[src/rtl/bsg_mcl_host_req_arb.sv]
// Credit-gated two-port round-robin arbiter feeding the manycore-link request path
// through a one-entry output register, with host request credit tracking.
module bsg_mcl_host_req_arb #(
    parameter int mc_fifo_width_p = 128,
    parameter int max_credits_p   = 16,
    parameter int credit_width_lp = $clog2(max_credits_p + 1)
) (
    input  logic                       clk_i,
    input  logic                       reset_i,

    input  logic                       req0_v_i,
    input  logic [mc_fifo_width_p-1:0] req0_data_i,
    output logic                       req0_ready_o,

    input  logic                       req1_v_i,
    input  logic [mc_fifo_width_p-1:0] req1_data_i,
    output logic                       req1_ready_o,

    output logic                       link_v_o,
    output logic [mc_fifo_width_p-1:0] link_data_o,
    input  logic                       link_ready_i,

    input  logic                       credit_return_v_i,
    output logic [credit_width_lp-1:0] credits_o,
    output logic [credit_width_lp-1:0] outstanding_o,
    output logic                       credit_err_o
);

    localparam logic [credit_width_lp-1:0] max_credits_lp = credit_width_lp'(max_credits_p);

    logic [credit_width_lp-1:0] credits_r;
    logic                       last_r;
    logic                       valid_r;
    logic [mc_fifo_width_p-1:0] data_r;
    logic                       credit_err_r;

    logic slot_free;
    logic can_grant;
    logic grant0;
    logic grant1;
    logic accept;
    logic at_max;
    logic credit_inc;

    // The slot frees up in the same cycle the link drains it, which keeps throughput at one per cycle.
    assign slot_free = !valid_r || link_ready_i;
    assign can_grant = slot_free && (credits_r != '0);

    assign grant0 = can_grant && req0_v_i && (!req1_v_i || last_r);
    assign grant1 = can_grant && req1_v_i && (!req0_v_i || !last_r);
    assign accept = grant0 || grant1;

    // A return at max is only legal when an accept consumes a credit in the same cycle.
    assign at_max     = (credits_r == max_credits_lp);
    assign credit_inc = credit_return_v_i && (!at_max || accept);

    always_ff @(posedge clk_i) begin
        if (reset_i) begin
            credits_r    <= max_credits_lp;
            last_r       <= 1'b1;
            valid_r      <= 1'b0;
            data_r       <= '0;
            credit_err_r <= 1'b0;
        end else begin
            if (grant0) begin
                data_r  <= req0_data_i;
                valid_r <= 1'b1;
                last_r  <= 1'b0;
            end else if (grant1) begin
                data_r  <= req1_data_i;
                valid_r <= 1'b1;
                last_r  <= 1'b1;
            end else if (valid_r && link_ready_i) begin
                valid_r <= 1'b0;
            end

            if (accept && !credit_inc) begin
                credits_r <= credits_r - 1'b1;
            end else if (credit_inc && !accept) begin
                credits_r <= credits_r + 1'b1;
            end

            if (credit_return_v_i && at_max && !accept) begin
                credit_err_r <= 1'b1;
            end
        end
    end

    assign req0_ready_o  = grant0;
    assign req1_ready_o  = grant1;
    assign link_v_o      = valid_r;
    assign link_data_o   = data_r;
    assign credits_o     = credits_r;
    assign outstanding_o = max_credits_lp - credits_r;
    assign credit_err_o  = credit_err_r;

endmodule
[config.mk]
export PLATFORM = sky130hd
export DESIGN_NAME = bsg_mcl_host_req_arb
export DESIGN_NICKNAME = d
export VERILOG_FILES = /design/src/rtl/bsg_mcl_host_req_arb.sv
export SDC_FILE = /design/constraint.sdc
export NUM_CORES = 1
export LEC_CHECK = 0
export BUFFER_PORTS_ARGS = -buffer_cell sky130_fd_sc_hd__buf_4
export CORE_AREA = 2 2 157 159
export CTS_CLUSTER_DIAMETER = 150
export DETAILED_ROUTE_END_ITERATION = 10
export DIE_AREA = 0 0 159 161
export SLEW_MARGIN = 20
export SYNTH_ARGS = -nofsm -noshare
export SYNTH_HDL_FRONTEND = slang
export SYNTH_SLANG_ARGS = --single-unit
[constraint.sdc]
create_clock -name clk_i -period 2.64 [get_ports clk_i]
set_clock_uncertainty 0.05 [all_clocks]
set_input_delay 0.264 -clock clk_i [delete_from_list [all_inputs] [get_ports clk_i]]
set_output_delay 0.264 -clock clk_i [all_outputs]
set_load 0.01 [all_outputs]
==> summary.md, run 1 <==
| Metric | Value |
|---|---|
| Post-synth EDFFs | 0 |
| Met1 wire length | ~9200 um |
| Mapped cell area | approximately 7000 sq um |
| Ports placed on the boundary | slightly above 400 |
| TritonCTS clock tree | done |
| Count of cells along the worst hold path | 3 |
| Basic-gate share of the synthesized area counting and, or, nand and nor cells | a little under a tenth |
| Endpoint of the most critical register-to-register path | credits_o[4] |
| Max cap viols | 0 |
| Sequential fraction of the synthesis area | between 30 and 40% |
| Total clock sinks | 136 |
| Portion of synthesized cell area occupied by the leading cell type | about two fifths |
| Register-to-Register Path Depth | 12 |
| Final net count | 1,291 |
| Top layer used by detailed routing | met4 |
| Worst EP arrival | roughly 2.2 ns |
| Post-layout min period | 2.466 ns |
| CTS buffer count | 17 |
| Placement Rows | 57 |
| Standby leakage power | between 0.005 and 0.006 uW |
| Total nets after synthesis | between 800 and 900 |
| Starting Density | roughly 29% |
| Fraction of final layout cells with drive strength greater than 1 | ~57% |
| Final number of hold-violating endpoints | 0 |
| Max transition margin | between 60 and 70% |
| Clock tree buffer depth | 2 |
| Post-synthesis async set-or-reset flop share | 0% |
| Global-route total usage across every layer | between 15 and 20% |
| Largest fanout on the critical path | 15 |
| Share of synthesized cell area in full adder, half adder and majority cells | less than 1% |
| Number of fill cells in the layout | ~2.3k |
| Reg2reg setup slack | around 0.27 ns |
| Placer's final routability congestion estimate | roughly 0.8 |
| Average wire length per cell after detail routing | ~16 um |
| DR iter-0 viols | roughly 280 |
| Area overhead of the layout relative to synthesis | 58.69% |
| Distinct cell type count of the synthesized netlist | 34 |
| Clock edge transition at the registers on the reported setup and hold paths | 0.06 ns |
| Routed wl met3 | about 1200 um |
| Number of synthesis warnings | 0 |
| Detailed Routing Iterations Pass 1 | 4 |
| Origin of the critical flop-to-flop path | credits_o[0] |
| Min-Delay Endpoint | credit_err_o |
| Routed WL | 21,960 um |
| Setup Crit Path Kind | reg -> out |
| Cell type with the highest aggregate area in the netlist | dfxtp_1 |
| Area enclosed by the die boundary | roughly 26,000 sq um |
| Combinational family with the most area after synthesis | compound AO/OA/AOI/OAI gates |
| Largest net degree at the start of global routing | 60 |
| Timing-limited maximum frequency | approximately 410 MHz |
| Most frequent cell after synthesis | nor2_1 |
| Final global-route overflow total | 0 |
| Die Height | between 150 and 200 um |
| Post-Route Setup TNS | 0 ns |
| Cell types with the largest area share after synthesis | dfxtp_1 (40%), a211oi_2 (20%), mux2i_1 (19%), nor2_1 (7.5%), buf_6 (3.3%) |
| H-tree depth | 4 |
| CP startpoint kind | register |
| Final Cycle Share | a little over 90% |
| Transition time at the pin with the least slew margin | about 0.58 ns |
| Post-synthesis mux area share | a little under a fifth |
| Number of storage elements in the synthesis netlist | about 140 |
| Worst-Skew Late Latency | around 0.4 ns |
| Die outline width | 159 um |
| CORE AREA | about 24,000 sq um |
| Data required time at the worst endpoint | about 2.3 ns |
| Clk root buf | clkbuf_16 |
| Number of antenna violations at the first check in global routing | 0 |
| Number of pins exceeding their max-slew limit in the final report | 0 |
| Synthesized-area fraction occupied by ao, oa, aoi and oai cells | between 20% and 30% |
| Vias in the first global route | 6,094 |
| Residual DRC | 0 |
| Pwr per Cell Area | a little over 700 nW/um^2 |
| Antenna-violating nets left | 0 |
| Peak supply drop | about 0.00040 V |
| Synth cell count leaders | nor2_1 (137), dfxtp_1 (136), mux2i_1 (130), a211oi_2 (110), buf_6 (20) |
| Metal2 WL | between 10,000 and 15,000 um |
| Post-synthesis average cell area | 10.84 sq um |
| Total number of vias | between 6k and 7k |
| Post-synthesis xor/xnor area fraction | less than 1% |
| Diodes inserted | 0 |
| HPWL after DPL | 16,610 um |
| Average via count per standard cell | around 4.5 |
| Result of the run | finished, final reports clean |
| Overall power | between 7000 and 8000 uW |
| Gate count of the mapped netlist | between 600 and 700 |
| Global-route wire length before repair | around 33,000 um |
| Min-Delay Startpoint | credit_return_v_i |
| Predominant post-synthesis flop cell | dfxtp_1 |
| Number of buffer cells added on primary ports | a little over 400 |
| Hold crit path type | in -> reg |
| Count of endpoints failing setup in the final report | 0 |
| Element type at the critical path end | primary output |
| Unrepaired setup endpoints after global routing | no |
-- flip-flops by register name, summed over array words and instances, names as in the netlist --
name / cells
credit_err_o: 1
credits_o: 5
link_data_o: 128
link_v_o: 1
last_r: 1
-- metal layers --
layer / track usage [%] / vias to the layer above
met2: 28.64 / 206
li1: - / 3069
met4: 5.041 / 0
met3: 4.443 / 24
met5: 0 / -
met1: 19.30 / 2839
-- layout make-up --
class | instances | area (sq um) | share of cell area, %
multi-input combinational | 428 | 3646 | 33.58
clock buffer | 18 | 429.2 | 3.952
sequential | 136 | 2725 | 25.09
timing repair buffer | 435 | 3450 | 31.77
inverter | 7 | 26.28 | 0.2420
tap | 324 | 405.4 | 3.733
clock inverter | 12 | 177.7 | 1.636
-- report_power, final --
part / internal, uW / switching, uW / total (uW) / leakage [uW]
logic: 1360 / 1280 / 2650 / 0.00389
clock network: 1570 / 922 / 2500 / 0.000296
registers: 2370 / 176 / 2540 / 0.00113
total: 5300 / 2380 / 7680 / 0.00532
-- cell usage in the layout (no fill, tap or decap), types with 2 or more instances in the layout --
cell type and instances:
dfxtp_2 2, mux2i_1 130, and3_1 2, nand2_1 2
xnor2_1 4, a22oi_1 2, bufinv_16 4, ha_1 4
a211oi_1 18, xor2_1 2, dfxtp_1 134, clkbuf_16 19
clkinv_4 3, a211oi_2 110, inv_1 6, clkinv_2 3
buf_12 10, buf_4 421, nor2_1 137
-- worst max-delay path: stages (launching register included) --
cell and delay [ns]:
dfxtp_2 0.38, inv_1 0.08, ha_1 0.22, and2_1 0.16
ha_1 0.19, inv_2 0.09, and2_4 0.17, nand3_4 0.10
buf_16 0.18, inv_1 0.06, buf_4 0.11
-- timing repair --
item                                    in CTS  in global routing
gates resized for setup                      1                  2
setup buffers                                0                  1
endpoints found under the setup margin       1                  3
gates cloned                                 0                  2
hold buffers                                 0                  0
pin swaps                                    0                  1
-- logic make-up (layout without fill, tap and decap cells) --
family                   count (synthesis)  count (layout)
buffers and inverters                   67             472
flip-flops                             136             136
multiplexers                           130             130
AND/OR/NAND/NOR                        153             153
AO/OA/AOI/OAI                          135             135
adder cells (fa/ha/maj)                  4               4
XOR/XNOR                                 6               6
-- worst max-delay path by stage --
stage            startpoint  slack [ns]            to
2_1_floorplan  credits_o[0]        0.22  credits_o[2]
3_3_place_gp   credits_o[0]        0.30  credits_o[2]
3_5_place_dp   credits_o[0]        0.19  credits_o[4]
4_1_cts        credits_o[1]       0.008  req0_ready_o
5_1_grt        credits_o[0]        0.05  req0_ready_o
6_report       credits_o[0]        0.17  req0_ready_o
-- metrics by stage --
step,setup slack (ns),std cells,util (%),area (sq um),hold slack (ns)
after floorplan,0.2213,631,-,6843,0.3689
after global placement,0.2959,1327,42.50,10180,0.4192
after detailed placement,0.1906,1327,42.50,10180,0.4327
after CTS,0.008376,1357,45.04,10790,0.05229
after global routing,0.04655,1360,45.32,10860,0.08934
final,0.1736,1360,45.32,10860,0.07129
Power figures use the tool's default switching activity.
==> inputs of run 2 (changes only) <==
- clock period: 2.64 -> 2.81 ns (I/O delays scaled with it)
==> run 2 against run 1 <==
Effect of this change: register-to-register slack gained 0.15 ns; sequential power shrank 6%; non-clock buffer count shrank 7; utilization shrank 0.62 points; hold slack gained 0.011 ns; setup slack gained 0.039 ns; critical path type unchanged; largest cell class unchanged; largest power group unchanged.
==> summary.md, run 2 (synthesis results as in run 1) <==
| Metric | Value |
|---|---|
| Result of the run | finished, final reports clean |
| CTS buffer count | 17 (unchanged) |
| Area enclosed by the die boundary | 25,600 sq um (unchanged) |
| Final Cycle Share | between 90 and 100% |
| Biggest cell delay along the critical path | 0.41 ns (+0.03 ns) |
| Post-layout min period | between 2 and 3 ns |
| Global-route total usage across every layer | 16.16% (-0.092 points) |
| CORE AREA | 23,960 sq um (unchanged) |
| HPWL after DPL | 16,380 um (-1.4%) |
| Detailed Routing Iterations Pass 1 | 4 (unchanged) |
| Final non-filler cell area | 10,710 sq um (-1.4%) |
| Number of buffer cells added on primary ports | 403 (unchanged) |
| Average wire length per cell after detail routing | 15.70 um (-2.8%) |
| Max reg flops | 128 (unchanged) |
| Peak supply drop | 0.0003719 V (-7.5%) |
| Final number of hold-violating endpoints | 0 (unchanged) |
| Unrepaired setup endpoints after global routing | no |
| Highest-count cells in the layout ignoring fill and taps | buf_4 (419), nor2_1 (137), dfxtp_1 (136) |
| Vias in the first global route | 6,061 (-0.54%) |
| Die outline width | 159 um (unchanged) |
| Worst setup slack after placement | 0.4094 ns (+0.2189 ns) |
| Placement Rows | 57 (unchanged) |
| Pwr per Cell Area | 660.7 nW/um^2 (-6.6%) |
| Clock tree buffer depth | 2 (unchanged) |
| Fraction of final layout cells with drive strength greater than 1 | 56.07% (-0.49 points) |
| Timing-limited maximum frequency | approximately 390 MHz |
| CP delay by family, top | buffers and inverters |
| Standby leakage power | 0.005239 uW (-1.5%) |
| Element type at the critical path end | primary output |
| Total area of sequential cells | 2723 sq um (about the same) |
| Multi-input gate area | 3646 sq um (unchanged) |
| TritonCTS clock tree | done |
| Die Height | 161 um (unchanged) |
| Area overhead of the layout relative to synthesis | 56.52% |
| Final global-route overflow total | 0 (unchanged) |
| CTS Hold Bufs | 0 (unchanged) |
| Setup Crit Path Kind | reg -> out |
| Number of fill cells in the layout | 2,336 (+0.34%) |
| Count of cells resized by post-cts repair | 0 (-1) |
| Ports placed on the boundary | 404 (unchanged) |
| Worst-path cell chain | inv_1 > ha_1 > and2_1 > ha_1 > inv_2 > and2_4 > nand3_4 > buf_12 > inv_1 > buf_4 |
| Final instance count without filler cells | 1,353 (-0.51%) |
| Number of antenna violations at the first check in global routing | 0 (unchanged) |
| Final net count | 1,284 (-0.54%) |
| Antenna-violating nets left | 0 (unchanged) |
| Min-Delay Startpoint | credit_return_v_i |
| Diodes inserted | 0 (unchanged) |
| Fin worst setup slack | 0.2128 ns (+0.03920 ns) |
| Max cap viols | 0 (unchanged) |
| Global-route wire length before repair | 33,040 um (-0.66%) |
| Total number of vias | 6,042 (-1.6%) |
| H-tree depth | 4 (unchanged) |
| Clock edge transition at the registers on the reported setup and hold paths | 0.06 ns (about the same) |
| Launch point of the worst path | credits_o[0] |
| Most common cell after layout, fill and taps aside | buf_4 |
| Hold crit path type | in -> reg |
| Largest fanout on the critical path | 59 (+44) |
| Largest net degree at the start of global routing | 60 (unchanged) |
| Number of pins exceeding their max-slew limit in the final report | 0 (unchanged) |
| Transition time at the pin with the least slew margin | 0.6350 ns (+0.05891 ns) |
| CP startpoint kind | register |
| Post-Route Setup TNS | 0 ns (unchanged) |
| Clk root buf | clkbuf_16 |
| Post-CTS Setup Inserts | 0 (unchanged) |
| Count of endpoints failing setup in the final report | 0 (unchanged) |
| Starting Density | 28.56% (unchanged) |
| Slowest CP cell | dfxtp_1 |
| DR iter-0 viols | 195 (-30%) |
| Max transition margin | 57.67% (-3.9 points) |
| Worst-Skew Late Latency | 0.40 ns (about the same) |
| Post-Place Cells | 1,323 (-0.30%) |
| Placed inst area | 10,120 sq um (-0.66%) |
| Data required time at the worst endpoint | 2.48 ns (+0.15 ns) |
| Residual DRC | 0 (unchanged) |
| Placer's final routability congestion estimate | 0.8224 (+2.9%) |
| Routed WL | 21,240 um (-3.3%) |
| Worst EP arrival | 2.27 ns (+0.12 ns) |
| Average via count per standard cell | 4.466 (-1.1%) |
| Total clock sinks | 136 (unchanged) |
| Buf+Inv Stages, Crit Path | 5 (unchanged) |
| Origin of the critical flop-to-flop path | credits_o[0] |
## run 2: cell types whose count changed in the layout (fill, tap and decap cells not counted)
cell / previous run / this run
clkinvlp_4: 1 / 2
clkbuf_16: 19 / 17
buf_12: 10 / 8
clkbuf_8: 0 / 1
buf_16: 1 / 0
dfxtp_2: 2 / 0
buf_4: 421 / 419
bufinv_16: 4 / 3
dfxtp_1: 134 / 136
clkinv_2: 3 / 2
## run 2: worst paths after layout
check,end,slack (ns),depth (start not counted)
setup / recovery,req0_ready_o,0.21,10
hold / removal,credit_err_o,0.08,3
setup reg to reg,credits_o[2],0.42,12
hold reg to reg,last_r,0.44,1
## run 2: final cells by class
cell class / instances / area share [%]
Clock inverter: 11 / 1.402
Clock buffer: 19 / 4.136
Multi-Input combinational cell: 428 / 34.04
Timing Repair Buffer: 428 / 30.97
Sequential cell: 136 / 25.42
Inverter: 7 / 0.2453
Tap cell: 324 / 3.785
## run 2: power breakdown
part	internal, uW	leakage (uW)	total [uW]	switching (uW)
clock network	1410	0.000285	2280	865
logic	1230	0.00382	2410	1180
registers	2220	0.00113	2390	166
## run 2: per-layer routing
layer	track usage, %	part of all wire (%)	up-vias	routed length, um
li1	-	-	3044	-
met1	19.43	43	2777	9045
met2	27.83	50	202	10540
met3	4.648	5.8	19	1242
met4	5.372	1.9	0	410
met5	0	0	-	0
## run 2: stage by stage
stage | utilization, % | total power, uW | hold WS, ns
floorplan | - | 3856 | 0.3859
global placement | 42.22 | 4848 | 0.4187
detailed placement | 42.22 | 4875 | 0.4223
CTS | 44.70 | 7211 | 0.06048
global route | 44.70 | 7478 | 0.1237
finish | 44.70 | 7077 | 0.08184
## run 2: worst reg2reg max path, delay by kind of cell, from the launching register on
family / cells / cell delay, ns
fa+ha+maj: 3 / 0.65
simple gates: 4 / 0.50
flops: 1 / 0.41
xor+xnor: 2 / 0.29
buf+inv: 2 / 0.18
compound gates: 1 / 0.18
